### config.mk
export PLATFORM = sky130hd
export DESIGN_NAME = binary_to_bcd
export DESIGN_NICKNAME = d
export VERILOG_FILES = /design/src/rtl/display_pkg.sv /design/src/rtl/bcd_digit_adjust.sv /design/src/rtl/binary_to_bcd.sv
export SDC_FILE = /design/constraint.sdc
export NUM_CORES = 1
export LEC_CHECK = 0
export CORE_ASPECT_RATIO = 0.5
export CORE_MARGIN = 2
export CORE_UTILIZATION = 49
export CTS_CLUSTER_SIZE = 12
export DETAILED_ROUTE_END_ITERATION = 7
export HOLD_SLACK_MARGIN = 0.15
export PLACE_DENSITY = 0.86
export REMOVE_ABC_BUFFERS = 1
export SLEW_MARGIN = 15
export SYNTH_ARGS = -nofsm -noshare
export SYNTH_HDL_FRONTEND = slang
export SYNTH_SLANG_ARGS = --single-unit
### constraint.sdc
create_clock -name clk -period 1.5 [get_ports clk]
set_input_delay 0.15 -clock clk [delete_from_list [all_inputs] [get_ports clk]]
set_output_delay 0.15 -clock clk [all_outputs]
set_load 0.02 [all_outputs]
### src/rtl/display_pkg.sv
// Shared display-path definitions.
// Holds the BCD digit width, the binary-to-BCD FSM state encoding and the
// saturation digit used when a value does not fit in the display.
package display_pkg;

    localparam int BCD_DIGIT_W = 4;

    localparam logic [BCD_DIGIT_W-1:0] BCD_NINE = 4'd9;

    typedef enum logic [1:0] {
        ST_IDLE  = 2'd0,
        ST_SHIFT = 2'd1,
        ST_DONE  = 2'd2
    } bcd_state_e;

endpackage : display_pkg

### src/rtl/bcd_digit_adjust.sv
// Single-digit correction for the shift-and-add-3 algorithm.
// Ports:
//   digit_i : current 4-bit working digit
//   digit_o : digit_i + 3 when digit_i >= 5, otherwise digit_i unchanged
// A corrected digit of 5..9 becomes 8..12, so the following left shift
// pushes a carry into the next digit exactly when the doubled value
// reaches ten.
module bcd_digit_adjust
    import display_pkg::*;
(
    input  logic [BCD_DIGIT_W-1:0] digit_i,
    output logic [BCD_DIGIT_W-1:0] digit_o
);

    // Conditional add-3 correction
    always_comb begin
        digit_o = digit_i;
        if (digit_i >= 4'd5) begin
            digit_o = digit_i + 4'd3;
        end else begin
            digit_o = digit_i;
        end
    end

endmodule : bcd_digit_adjust

### src/rtl/binary_to_bcd.sv
// Sequential binary-to-BCD converter, one input bit per clock.
// Ports:
//   clk      : system clock, rising edge
//   reset    : synchronous active-high reset
//   start    : conversion request, honoured only while idle
//   bin      : unsigned binary value, captured on the accepted start cycle
//   busy     : high from the cycle after an accepted start through done
//   done     : one-cycle pulse; bcd/overflow update on this same cycle
//   bcd      : packed BCD digits, digit 0 (ones) in the LSBs
//   overflow : last converted value did not fit in DIGITS digits
// Values that overflow are shown as all nines. All outputs are registered.
module binary_to_bcd
    import display_pkg::*;
#(
    parameter int BIN_WIDTH = 14,
    parameter int DIGITS    = 4
) (
    input  logic                          clk,
    input  logic                          reset,
    input  logic                          start,
    input  logic [BIN_WIDTH-1:0]          bin,
    output logic                          busy,
    output logic                          done,
    output logic [BCD_DIGIT_W*DIGITS-1:0] bcd,
    output logic                          overflow
);

    localparam int WORK_W = BCD_DIGIT_W * DIGITS;
    localparam int CNT_W  = $clog2(BIN_WIDTH + 1);

    localparam logic [CNT_W-1:0]     CNT_LOAD = CNT_W'(BIN_WIDTH);
    localparam logic [CNT_W-1:0]     CNT_ONE  = CNT_W'(1);
    localparam logic [WORK_W-1:0]    WORK_ZERO = {WORK_W{1'b0}};
    localparam logic [WORK_W-1:0]    WORK_SAT  = {DIGITS{BCD_NINE}};
    localparam logic [BIN_WIDTH-1:0] SHIFT_ZERO = {BIN_WIDTH{1'b0}};

    bcd_state_e             state_q, state_d;
    logic [CNT_W-1:0]       cnt_q, cnt_d;
    logic [BIN_WIDTH-1:0]   shift_q, shift_d;
    logic [WORK_W-1:0]      work_q, work_d;
    logic                   ovf_q, ovf_d;
    logic [WORK_W-1:0]      bcd_q, bcd_d;
    logic                   overflow_q, overflow_d;
    logic                   done_q, done_d;
    logic                   busy_q, busy_d;
    logic [WORK_W-1:0]      adj_s;

    for (genvar g = 0; g < DIGITS; g++) begin : g_adj
        bcd_digit_adjust u_adj (
            .digit_i (work_q[g*BCD_DIGIT_W +: BCD_DIGIT_W]),
            .digit_o (adj_s[g*BCD_DIGIT_W +: BCD_DIGIT_W])
        );
    end

    // Next-state, datapath and output-register logic
    always_comb begin
        state_d    = state_q;
        cnt_d      = cnt_q;
        shift_d    = shift_q;
        work_d     = work_q;
        ovf_d      = ovf_q;
        bcd_d      = bcd_q;
        overflow_d = overflow_q;
        done_d     = 1'b0;
        busy_d     = 1'b0;
        case (state_q)
            ST_IDLE: begin
                if (start) begin
                    shift_d = bin;
                    work_d  = WORK_ZERO;
                    ovf_d   = 1'b0;
                    cnt_d   = CNT_LOAD;
                    busy_d  = 1'b1;
                    state_d = ST_SHIFT;
                end else begin
                    state_d = ST_IDLE;
                end
            end
            ST_SHIFT: begin
                busy_d = 1'b1;
                // {carry, digits, shift} << 1: the top corrected bit is the
                // carry out of the last digit and is dropped into the flag.
                {work_d, shift_d} = {adj_s[WORK_W-2:0], shift_q, 1'b0};
                ovf_d = ovf_q | adj_s[WORK_W-1];
                cnt_d = cnt_q - CNT_ONE;
                if (cnt_q == CNT_ONE) begin
                    state_d = ST_DONE;
                end else begin
                    state_d = ST_SHIFT;
                end
            end
            ST_DONE: begin
                busy_d     = 1'b1;
                done_d     = 1'b1;
                overflow_d = ovf_q;
                bcd_d      = ovf_q ? WORK_SAT : work_q;
                state_d    = ST_IDLE;
            end
            default: begin
                state_d = ST_IDLE;
            end
        endcase
    end

    // State, working and output registers with synchronous reset
    always_ff @(posedge clk) begin
        if (reset) begin
            state_q    <= ST_IDLE;
            cnt_q      <= {CNT_W{1'b0}};
            shift_q    <= SHIFT_ZERO;
            work_q     <= WORK_ZERO;
            ovf_q      <= 1'b0;
            bcd_q      <= WORK_ZERO;
            overflow_q <= 1'b0;
            done_q     <= 1'b0;
            busy_q     <= 1'b0;
        end else begin
            state_q    <= state_d;
            cnt_q      <= cnt_d;
            shift_q    <= shift_d;
            work_q     <= work_d;
            ovf_q      <= ovf_d;
            bcd_q      <= bcd_d;
            overflow_q <= overflow_d;
            done_q     <= done_d;
            busy_q     <= busy_d;
        end
    end

    assign busy     = busy_q;
    assign done     = done_q;
    assign bcd      = bcd_q;
    assign overflow = overflow_q;

endmodule : binary_to_bcd
Word level (Yosys, flattened, before mapping)

Cells that the tools add are included.

$add $sub $neg: 5
$lt $le $gt $ge: 4
Equality and inequality tests: 4
Mux-type cells: 19
Bitwise gates (word level): 1
Reductions and logical operators: 4

Operators by type and width:

| kind                                                                  | number |
|---|---|
| 16-bit two-way mux                                                    | 2 |
| 16-bit one-hot mux with 2 select lines                                | 1 |
| 14-bit one-hot mux with 2 select lines                                | 1 |
| 4-bit two-way mux                                                     | 5 |
| 4-bit by 2-bit adder with 4-bit output, second input constant         | 4 |
| 4-bit by 3-bit >= comparator with 1-bit output, second input constant | 4 |
| 14-bit two-way mux                                                    | 1 |
| 4-bit one-hot mux with 2 select lines                                 | 1 |
| 4-bit by 1-bit == test with 1-bit output, second input constant       | 1 |
| 1-bit two-way mux                                                     | 4 |
| 1-bit one-hot mux with 2 select lines                                 | 2 |
| 2-bit one-hot mux with 2 select lines                                 | 1 |
| 4-bit by 1-bit subtractor with 4-bit output, second input constant    | 1 |
| 2-bit by 1-bit == test with 1-bit output, second input constant       | 1 |
| 2-bit == test, second input constant                                  | 1 |
| 2-bit logical NOT                                                     | 1 |
| 2-bit two-way mux                                                     | 1 |
| 2-bit inequality test, second input constant                          | 1 |
| 2-bit AND reduction                                                   | 1 |
| 2-bit nonzero test                                                    | 1 |
| 2-bit OR reduction                                                    | 1 |
| 1-bit OR                                                              | 1 |

Bits in registers: 56
Input bits: 17
Output and inout bits: 19
Logic and storage cells: 46

Depth between registers and ports, before layout

Word-level depth: 4
Depth in mapped cells: 8
Gate-level depth less buffers: 6

Cells and area by module

From an unflattened synthesis, not the netlist that was laid out.

Cell total of the unflattened synthesis: 318
Area total of the unflattened synthesis: 2768.9 sq um

Modules (own cells, without submodules):

| module           | instances | cells an instance | area an instance (sq um) | seq. area each (sq um) |
|---|---|---|---|---|
| binary_to_bcd    | 1         | 254               | 2363.5                   | 1121.1 |
| bcd_digit_adjust | 4         | 16                | 101.3                    | 0.0 |

Worst setup path before layout

Ideal clock, no wire load.

Kind: register -> register
Start point: reg state_q[0]
End point: reg work_q[4]
Library setup time: 0.128 ns
Arrival: 1.465 ns
Required time: 1.372 ns
Slack: -0.092 ns
Stages on the path, launching flop included: 8
Buffers on the path: 1
Clock period less this slack: 1.592 ns
Cells stage by stage: dfxtp_1 -> inv_1 -> ha_1 -> mux2_4 -> and2_1 -> buf_2 -> a32oi_1 -> nor2_1

Word-level cells in the longest chain between the ends: 3
Elaborated cells on any way between the ends: 6

RTL lines:

| item                                                                                 | RTL line             | text |
|---|---|---|
| start: declaration                                                                   | binary_to_bcd.sv:37  | `bcd_state_e state_q, state_d;` |
| start signal: assignment                                                             | binary_to_bcd.sv:118 | `state_q <= state_d;` |
| 2-bit by 1-bit == test with 1-bit output / 2-bit logical NOT (equally long branches) | binary_to_bcd.sv:66  | `case (state_q)` |
| 2-bit nonzero test (no source line) / 2-bit inequality test (equally long branches)  | --                   |  |
| 2-bit AND reduction (no source line)                                                 | --                   |  |
| end signal: assignment                                                               | binary_to_bcd.sv:121 | `work_q <= work_d;` |
| end: declaration                                                                     | binary_to_bcd.sv:40  | `logic [WORK_W-1:0] work_q, work_d;` |

Parallel ways exist; a longest one is shown, timed or not.
A chain may end at the register's enable or synchronous reset.

Worst setup path after layout

Start point: reg state_q[0]
End point: reg work_q[13]

Same word-level chain as after synthesis.

==> impl_metrics.csv <==
group,metric,value,unit
run_status,status,"finished, violations left",
run_status,violations,"setup timing",
sta,worst_pin_slew,0.366,ns
clock_network,cts_tree,"done",
worst_hold_path,worstHoldStart,"reset",
worst_setup_path,reg2reg_to,"work_q[13]",
worst_setup_path,reg2reg_depth,7,
drt,drt_first_pass_iters,5,
synthesis,async_flop_share,0,%
worst_setup_path,start_kind,"register",
clock_network,cts.sinks,56,
floorplan,num_rows,18,
floorplan,die_h,55.8,um
global_routing,grt_max_degree,32,
worst_setup_path,path_cells,"inv_4 -> ha_4 -> mux2_4 -> buf_6 -> and4_1 -> nand2_1 -> o311ai_1",
worst_setup_path,critPathRequiredTime,1.69,ns
sta,rsz0062_at_grt,"yes",
placed_design,port-buffer-count,35,
worst_hold_path,hold_class,"in -> reg",
sta,setup_viol,8,
worst_setup_path,slowest_stage,"dfxtp_4",
flow_run,drv_cap,0,
placed_design,pre_cts_ws,-0.218,ns
worst_setup_path,criticalPathCategory,"reg -> reg",
clock_network,insertion_delay,0.31,ns
placed_design,dp_hpwl,4390,um
sta,max_slew_margin,75.5,%
worst_setup_path,cp.arrival,1.76,ns
sta,drv_slew,0,
sta,finalCriticalPeriod,1.58,ns
worst_setup_path,crit_end,"work_q[13]",
clock_network,clk_pin_slew_worst_paths,0.10,ns
finish,synthToLayoutAreaGrowth,33.2,%
pwr,p_leak,1.37,nW
sta,max_freq,635,MHz
sta,period_share,105,%
synthesis,synth-edff-count,0,
drt,vias_per_cell,5.78,
finish,nets,382,
clock_network,numCtsBuffers,5,
clock_network,htree_num_levels,2,
worst_setup_path,worstSetupEndpointType,"register",
synthesis,ys_seq_elements,56,
global_routing,grt_pass1_wl,11100,um
global_routing,overflow,0,
drt,drt_iter0_drc,185,
drt,wl_per_cell,16.9,um
synthesis,ys_warn_count,0,
worst_setup_path,rrSetupSlack,-0.08,ns
drt,route.detailed.drc,0,
drt,ant_nets,0,
synthesis,syn_area,0.00263,sq mm
clock_network,cts-root-buf,"clkbuf_8",
synthesis,synthFlopType,"dfxtp_1",
finish,fin_util,69.4,%
sta,skew,0.0115,ns
worst_setup_path,cp_max_fo,6,
sta,layout_setup_ws,-0.0756,ns
clock_network,clockBufferDepth,2,
finish,antenna_cells,0,
floorplan,io_pins,36,
synthesis,ys_types,37,
drt,num_vias,2439,
floorplan,die_w,108,um
global_routing,track_usage,23.3,%
global_routing,grt_pass1_vias,2357,
pwr,power_density,836,mW/mm^2
drt,wl,7130,um
clock_network,postCtsHoldBufs,0,
synthesis,netlist_instances,290,
synthesis,syn_area_per_cell,9.06,sq um
placed_design,finalWeightedCongestion,0.863,
floorplan,start_util,52.1,%
global_routing,antenna_found_initial,0,
worst_setup_path,cpPeakStageDelay,0.39,ns
worst_setup_path,worstSetupStartpoint,"state_q[0]",
floorplan,core-area,0.00504,sq mm
worst_setup_path,r2r_start,"state_q[0]",
sta,timing.final.hold_violations,0,
floorplan,dieArea,0.00600,sq mm
pwr,peakVddDrop,509,uV
synthesis,yosysSeqAreaShare,42.6,%
finish,final_layout_size_suffix_gt1_share,23.9,%
-- critical path: cells and delay by family (launching register included) --
family	cells	cell delay (ns)
mux	1	0.36
fa+ha+maj	1	0.17
buf+inv	2	0.18
flops	1	0.39
simple gates	2	0.23
compound gates	1	0.12
-- how the worst min path moves through the flow --
stage | end | cells after the start | slack [ns]
floorplan | cnt_q[1] | 1 | 0.22
detailed placement | bcd[14] | 2 | 0.47
global placement | bcd[13] | 2 | 0.45
global route | ovf_q | 2 | 0.19
finish | ovf_q | 2 | 0.23
CTS | ovf_q | 2 | 0.18
-- per-layer routing --
metal / up-vias / track usage (%) / share of wire, %
met3: 42 / 4.80 / 6.5
met2: 121 / 38.6 / 47
met5: - / 0 / 0
li1: 1138 / - / -
met4: 0 / 12.3 / 4.8
met1: 1138 / 28.6 / 42
-- power by group --
part / internal [mW] / switching (mW)
Clock: 0.376 / 0.485
Sequential: 1.54 / 0.0406
Combinational: 0.232 / 0.249
-- logic make-up (layout without fill, tap and decap cells) --
kind of cell	count (synthesis)	in the layout	share of synthesized area, %
xor gates and xnor gates	3	3	1.00
and+or+nand+nor	95	95	17.9
muxes	21	21	8.19
buffers and inverters	31	93	6.23
adders and majority gates	14	14	6.66
DFF	56	56	42.6
AOI/OAI and AO/OA	70	70	17.4
-- stage by stage --
| stage | power (mW) | hold WS [ns] | instance area [sq um] | TNS (ns) | cells |
|---|---|---|---|---|---|
| finish | 2.93 | 0.228 | 3500 | -0.279 | 422 |
| global route | 3.05 | 0.195 | 3500 | -0.666 | 422 |
| CTS | 2.91 | 0.185 | 3430 | -0.0796 | 422 |
| detailed placement | 2.01 | 0.465 | 3190 | -4.74 | 410 |
| global placement | 1.98 | 0.453 | 3190 | -1.48 | 410 |
| floorplan | 1.82 | 0.218 | 2510 | -23.84 | 272 |
-- cells in the final DEF, fill, tap and decap left out, drive strengths merged, types with 14 or more instances in the layout --
cell and count:
dfxtp 56, nor2 38, buf 38, clkdlybuf4s50 34
mux2i 20, a21oi 19, nand2 15, a211oi 14
ha 14
-- timing repair --
item | in CTS | in global routing
pin swaps | 13 | 5
gates resized for setup | 34 | 24
setup buffers | 5 | 0
endpoints found under the setup margin | 39 | 17
-- final cells by class --
class | count | area [sq um]
clock buffer | 7 | 86.3
clock inverter | 1 | 7.51
fill | 354 | 1540
inverter | 13 | 53.8
multi-input combinational | 203 | 1470
sequential | 56 | 1140
tap | 70 | 87.6
timing repair buffer | 72 | 662
-- sequential cells by signal, indices dropped and copies added (netlist names) --
name / count
ovf_q: 1
state_q: 2
cnt_q: 4
busy: 1
shift_q: 14
work_q: 16
bcd: 16
done: 1
overflow: 1
-- synthesized netlist by cell type (4+ instances only) --
cell type | count | area, sq um
a211oi_1 | 14 | 105
a21oi_1 | 19 | 95.1
a22o_1 | 4 | 35.0
and4_1 | 4 | 35.0
buf_2 | 5 | 25.0
buf_6 | 4 | 45.0
dfxtp_1 | 56 | 1120
ha_1 | 14 | 175
inv_1 | 13 | 48.8
mux2i_1 | 20 | 200
nand2_1 | 15 | 56.3
nand2b_1 | 8 | 50.1
nand3_1 | 7 | 35.0
nor2_1 | 38 | 143
nor2b_1 | 8 | 50.1
nor3_1 | 4 | 20.0
nor3b_1 | 4 | 30.0
o21ai_0 | 13 | 65.1
o22ai_1 | 7 | 43.8
Power figures use the tool's default switching activity.
